`src/rtl/lut_mem_preloader_pkg.sv`:
```
// Shared types and default widths for the LUT-to-memory preloader.
// Latency: n/a (types and constants only).
// Backpressure: n/a.
package lut_preload_pkg;

   typedef enum logic [1:0] {
      IDLE  = 2'd0,
      FETCH = 2'd1,
      WRITE = 2'd2,
      DONE  = 2'd3
   } state_t;

   localparam int IDX_W_DEF  = 6;
   localparam int DATA_W_DEF = 8;
   localparam int ADDR_W_DEF = 8;

endpackage

```
`src/rtl/lut_mem_preloader.sv`:
```
// Copies constant LUT entries 0..NUM_ENTRIES-1 into data memory at BASE_ADDR+index after a start pulse.
// Latency: 2 cycles per entry with mem_ready high; done rises 2*NUM_ENTRIES cycles after start is sampled.
// Backpressure: mem_ready low in WRITE stalls indefinitely with outputs frozen. Optional macro: LUT_PRELOAD_CHECKSUM_EN.
module lut_mem_preloader
   import lut_preload_pkg::*;
#(
   parameter int                NUM_ENTRIES = 14,
   parameter int                IDX_W       = IDX_W_DEF,
   parameter int                DATA_W      = DATA_W_DEF,
   parameter int                ADDR_W      = ADDR_W_DEF,
   parameter logic [ADDR_W-1:0] BASE_ADDR   = '0
) (
   input  logic              clk,
   input  logic              reset,
   input  logic              start,
   output logic [IDX_W-1:0]  lut_idx,
   input  logic [DATA_W-1:0] lut_val,
   output logic              mem_we,
   output logic [ADDR_W-1:0] mem_addr,
   output logic [DATA_W-1:0] mem_wdata,
   input  logic              mem_ready,
   output logic              busy,
   output logic              done,
   output logic [DATA_W-1:0] checksum
);

   localparam logic [IDX_W-1:0] LAST_IDX = IDX_W'(NUM_ENTRIES - 1);

   state_t           state, state_nxt;
   logic [IDX_W-1:0] idx, idx_nxt;
   logic             capture;

   // The index register is driven straight to the LUT so lut_idx tracks idx in every state.
   assign lut_idx = idx;

   // Next-state logic: one FETCH then one WRITE per entry; start only acts from IDLE or DONE.
   always_comb begin
      state_nxt = state;
      idx_nxt   = idx;
      capture   = 1'b0;
      case (state)
         IDLE, DONE: begin
            if (start) begin
               state_nxt = FETCH;
               idx_nxt   = '0;
            end
         end
         FETCH: begin
            state_nxt = WRITE;
            capture   = 1'b1;
         end
         WRITE: begin
            if (mem_ready) begin
               if (idx == LAST_IDX) begin
                  state_nxt = DONE;
               end else begin
                  state_nxt = FETCH;
                  idx_nxt   = idx + IDX_W'(1);
               end
            end
         end
         default: begin
            state_nxt = IDLE;
            idx_nxt   = '0;
         end
      endcase
   end

   // State, index and status flags; flags are decoded from the next state so they are flops.
   always_ff @(posedge clk or posedge reset) begin
      if (reset) begin
         state  <= IDLE;
         idx    <= '0;
         mem_we <= 1'b0;
         busy   <= 1'b0;
         done   <= 1'b0;
      end else begin
         state  <= state_nxt;
         idx    <= idx_nxt;
         mem_we <= (state_nxt == WRITE);
         busy   <= (state_nxt == FETCH) || (state_nxt == WRITE);
         done   <= (state_nxt == DONE);
      end
   end

   // Write address and data are captured once in FETCH and held through any WRITE stall.
   always_ff @(posedge clk or posedge reset) begin
      if (reset) begin
         mem_addr  <= '0;
         mem_wdata <= '0;
      end else if (capture) begin
         mem_addr  <= BASE_ADDR + ADDR_W'(idx);
         mem_wdata <= lut_val;
      end
   end

`ifdef LUT_PRELOAD_CHECKSUM_EN
   // Running sum of accepted write data, cleared whenever a new pass is started.
   always_ff @(posedge clk or posedge reset) begin
      if (reset) begin
         checksum <= '0;
      end else if (((state == IDLE) || (state == DONE)) && start) begin
         checksum <= '0;
      end else if ((state == WRITE) && mem_ready) begin
         checksum <= checksum + mem_wdata;
      end
   end
`else
   assign checksum = '0;
`endif

endmodule

```
`config.mk`:
```
export PLATFORM = sky130hd
export DESIGN_NAME = lut_mem_preloader
export DESIGN_NICKNAME = d
export VERILOG_FILES = /design/src/rtl/lut_mem_preloader_pkg.sv /design/src/rtl/lut_mem_preloader.sv
export SDC_FILE = /design/constraint.sdc
export NUM_CORES = 1
export LEC_CHECK = 0
export ABC_CLOCK_PERIOD_IN_PS = 1500
export CAP_MARGIN = 5
export CORE_ASPECT_RATIO = 1.75
export CORE_MARGIN = 5
export CORE_UTILIZATION = 40
export CTS_CLUSTER_SIZE = 40
export DETAILED_ROUTE_END_ITERATION = 10
export PLACE_DENSITY = 0.75
export REMOVE_ABC_BUFFERS = 1
export SETUP_SLACK_MARGIN = 0.02
export SYNTH_ARGS = -nofsm -noshare
export SYNTH_HDL_FRONTEND = slang
export SYNTH_SLANG_ARGS = --single-unit
export TNS_END_PERCENT = 10
```
`constraint.sdc`:
```
create_clock -name clk -period 1.5 [get_ports clk]
set_input_delay 0.45 -clock clk [delete_from_list [all_inputs] [get_ports clk]]
set_output_delay 0.45 -clock clk [all_outputs]
set_load 0.1 [all_outputs]
```
==> results.cfg <==
[status]
status = complete, but fails checks
violations = negative setup slack

[worst_setup_path]
cp_slowest_cell = dfrtp_1
r2r-start = state[1]
crit_arrival_ns = 1.72
worstPathMaxFanout = 6
criticalPathCategory = register to register
rr_endpoint = done
ff2ff_setup_slack_ns = -0.06
reg2reg_depth = 5
required_ns = 1.67
cp_slowest_stage_delay_ns = 0.44
critPathCaptureType = register
cp-start-kind = register
path_cells = ha_4 -> or2b_1 -> o22ai_4 -> inv_2 -> ha_2

[global_route]
grt_pass1_vias = 1104
grt_usage_pct = 15.13
grt_first_pass_wirelength_um = 5147
grt_max_degree = 26
antenna_found_initial = 0
overflow = 0

[logic_synthesis]
synth-edff-count = 0
synthArstFlopShare_pct = 100.0
yosys_warnings = 0
seq_area_frac_synth_pct = 47.98
synth_cells = 116
yosys.cell_types.count = 36
synth_area_per_cell_um2 = 11.24
synth_flop_cell = dfrtp_1
ys_ff_latch = 25
netlist_area_um2 = 1304

[detailed_routing]
drc = 0
wl_per_cell_um = 16.82
drtIter0Drc = 37
num_vias = 1097
drt_first_pass_iters = 4
drt-total-wl_um = 3532
vias_per_cell = 5.224
antenna_left = 0

[layout]
antennaDiodeCount = 0
synthToLayoutAreaGrowth_pct = 69.48
nNetsFinal = 186
layout_commonest_cell = dfrtp_1
utilization_pct = 70.33
drive_gt1_share_pct = 47.31
final_cell_mix = dfrtp_1 (25), buf_12 (23), mux2_2 (14), buf_4 (14), conb_1 (10)

[timing]
layout_setup_ws_ns = -0.05616
clock_skew_ns = 0.001600
slew_violations = 0
fmax_mhz = 642.6
rsz0062_at_grt = true
setup_viol = 8
hold_viol = 0
post-route-min-period_ns = 1.556
fin_crit_sh_pct = 103.7

[floorplanning]
die_w_um = 53.16
pin_count = 45
die_area_um2 = 4546
std_cell_rows = 27
fp.dieH_um = 85.53
start_util_pct = 41.50
core_area_um2 = 3142

[placed_design]
gp_congestion = 0.7652
place_hpwl_um = 2339
place_ws_ns = -0.3016
io_buffers = 34

[clocking]
cts_root_buffer = clkbuf_8
insertion_delay_ns = 0.27
cts_sinks = 25
cts_tree = yes
cts_buffers = 3
h-tree-depth = 1
cts_buffer_depth = 2
clkTransAtPathRegs_ns = 0.08
ctsHoldBuffers = 0

[job]
cap_violations = 0

[worst_hold_path]
min_path_type = input port to async pin
[flip-flops by register name (all words and copies together) (netlist names)]
register   flops
done           1
lut_idx        6
mem_addr       6
mem_wdata      8
busy           1
mem_we         1
state          2
[cells in the mapped netlist (2+ instances only)]
cell | number | share of area, %
nand4_1 | 3 | 1.4
clkbuf_1 | 3 | 0.86
nand3_1 | 3 | 1.2
a31oi_1 | 2 | 0.96
nor2b_1 | 3 | 1.4
inv_1 | 10 | 2.9
mux2_2 | 14 | 12
o211ai_1 | 2 | 1.2
o21ai_0 | 4 | 1.5
nand2_1 | 4 | 1.2
buf_4 | 10 | 5.8
buf_2 | 2 | 0.77
ha_1 | 6 | 5.8
o22ai_1 | 2 | 0.96
dfrtp_1 | 25 | 48
a21oi_1 | 3 | 1.2
[area by class of cell]
class | instances | area, um2
clock buffer | 4 | 45.04
multi-input combinational | 75 | 718.2
tap | 43 | 53.80
inverter | 10 | 37.54
sequential | 25 | 625.6
timing repair buffer | 53 | 729.5
fill | 214 | 932.1
[worst max-delay path: cells and delay by family, from the launching register on]
kind,cells,cell delay [ns]
flops,1,0.44
compound gates,1,0.16
fa+ha+maj,2,0.50
simple gates,1,0.29
buf+inv,1,0.06
[worst max path at each step]
stage	from	to	slack (ns)	cells past startpoint
after floorplan	lut_idx[0]	busy	-0.80	6
after global placement	mem_ready	busy	-0.28	6
after detailed placement	start	lut_idx[3]	-0.30	4
after CTS	state[0]	busy	-0.06	6
after global routing	state[1]	lut_idx[0]	-0.12	5
final	state[1]	done	-0.06	5
[metal layers]
layer / up-vias / part of all wire [%] / routed length, um / global-route usage (%)
li1: 491 / - / - / -
met1: 546 / 35 / 1251 / 15.85
met2: 53 / 56 / 1981 / 27.49
met3: 7 / 5.8 / 204 / 1.739
met4: 0 / 2.7 / 94 / 8.837
met5: - / 0 / 0 / 0
[logic make-up (layout without fill, tap and decap cells)]
logic type / Yosys count / after routing / share of synthesized area (%)
DFF: 25 / 25 / 47.98
buffers and inverters: 25 / 67 / 10.27
AOI/OAI and AO/OA: 22 / 22 / 12.28
and+or+nand+nor: 22 / 22 / 10.27
muxes: 15 / 15 / 13.15
adders and majority gates: 6 / 6 / 5.758
other: 1 / 10 / 0.2876
[metrics by stage]
| stage | std cells | TNS (ns) | cell area (um2) | hold WS (ns) |
|---|---|---|---|---|
| 3_3_place_gp | 202 | -1.929 | 1978 | 0.5550 |
| 4_1_cts | 207 | -0.2174 | 2112 | 0.5333 |
| 2_1_floorplan | 110 | -5.335 | 1241 | 0.4773 |
| 6_report | 210 | -0.2215 | 2210 | 0.5172 |
| 5_1_grt | 210 | -0.7293 | 2210 | 0.5555 |
| 3_5_place_dp | 202 | -2.233 | 1978 | 0.5618 |
[repair_timing]
item                                    4_1_cts  5_1_grt
hold endpoints to repair                      0        0
endpoints found under the setup margin        9       11
buffers inserted                              1        3
gates cloned                                  0        0
gates resized for setup                      17       15
pin swaps                                     7       10
Power is left out: the tool's default activity adds up to more than one toggle a clock period on the data nets, which glitch-free logic cannot reach.
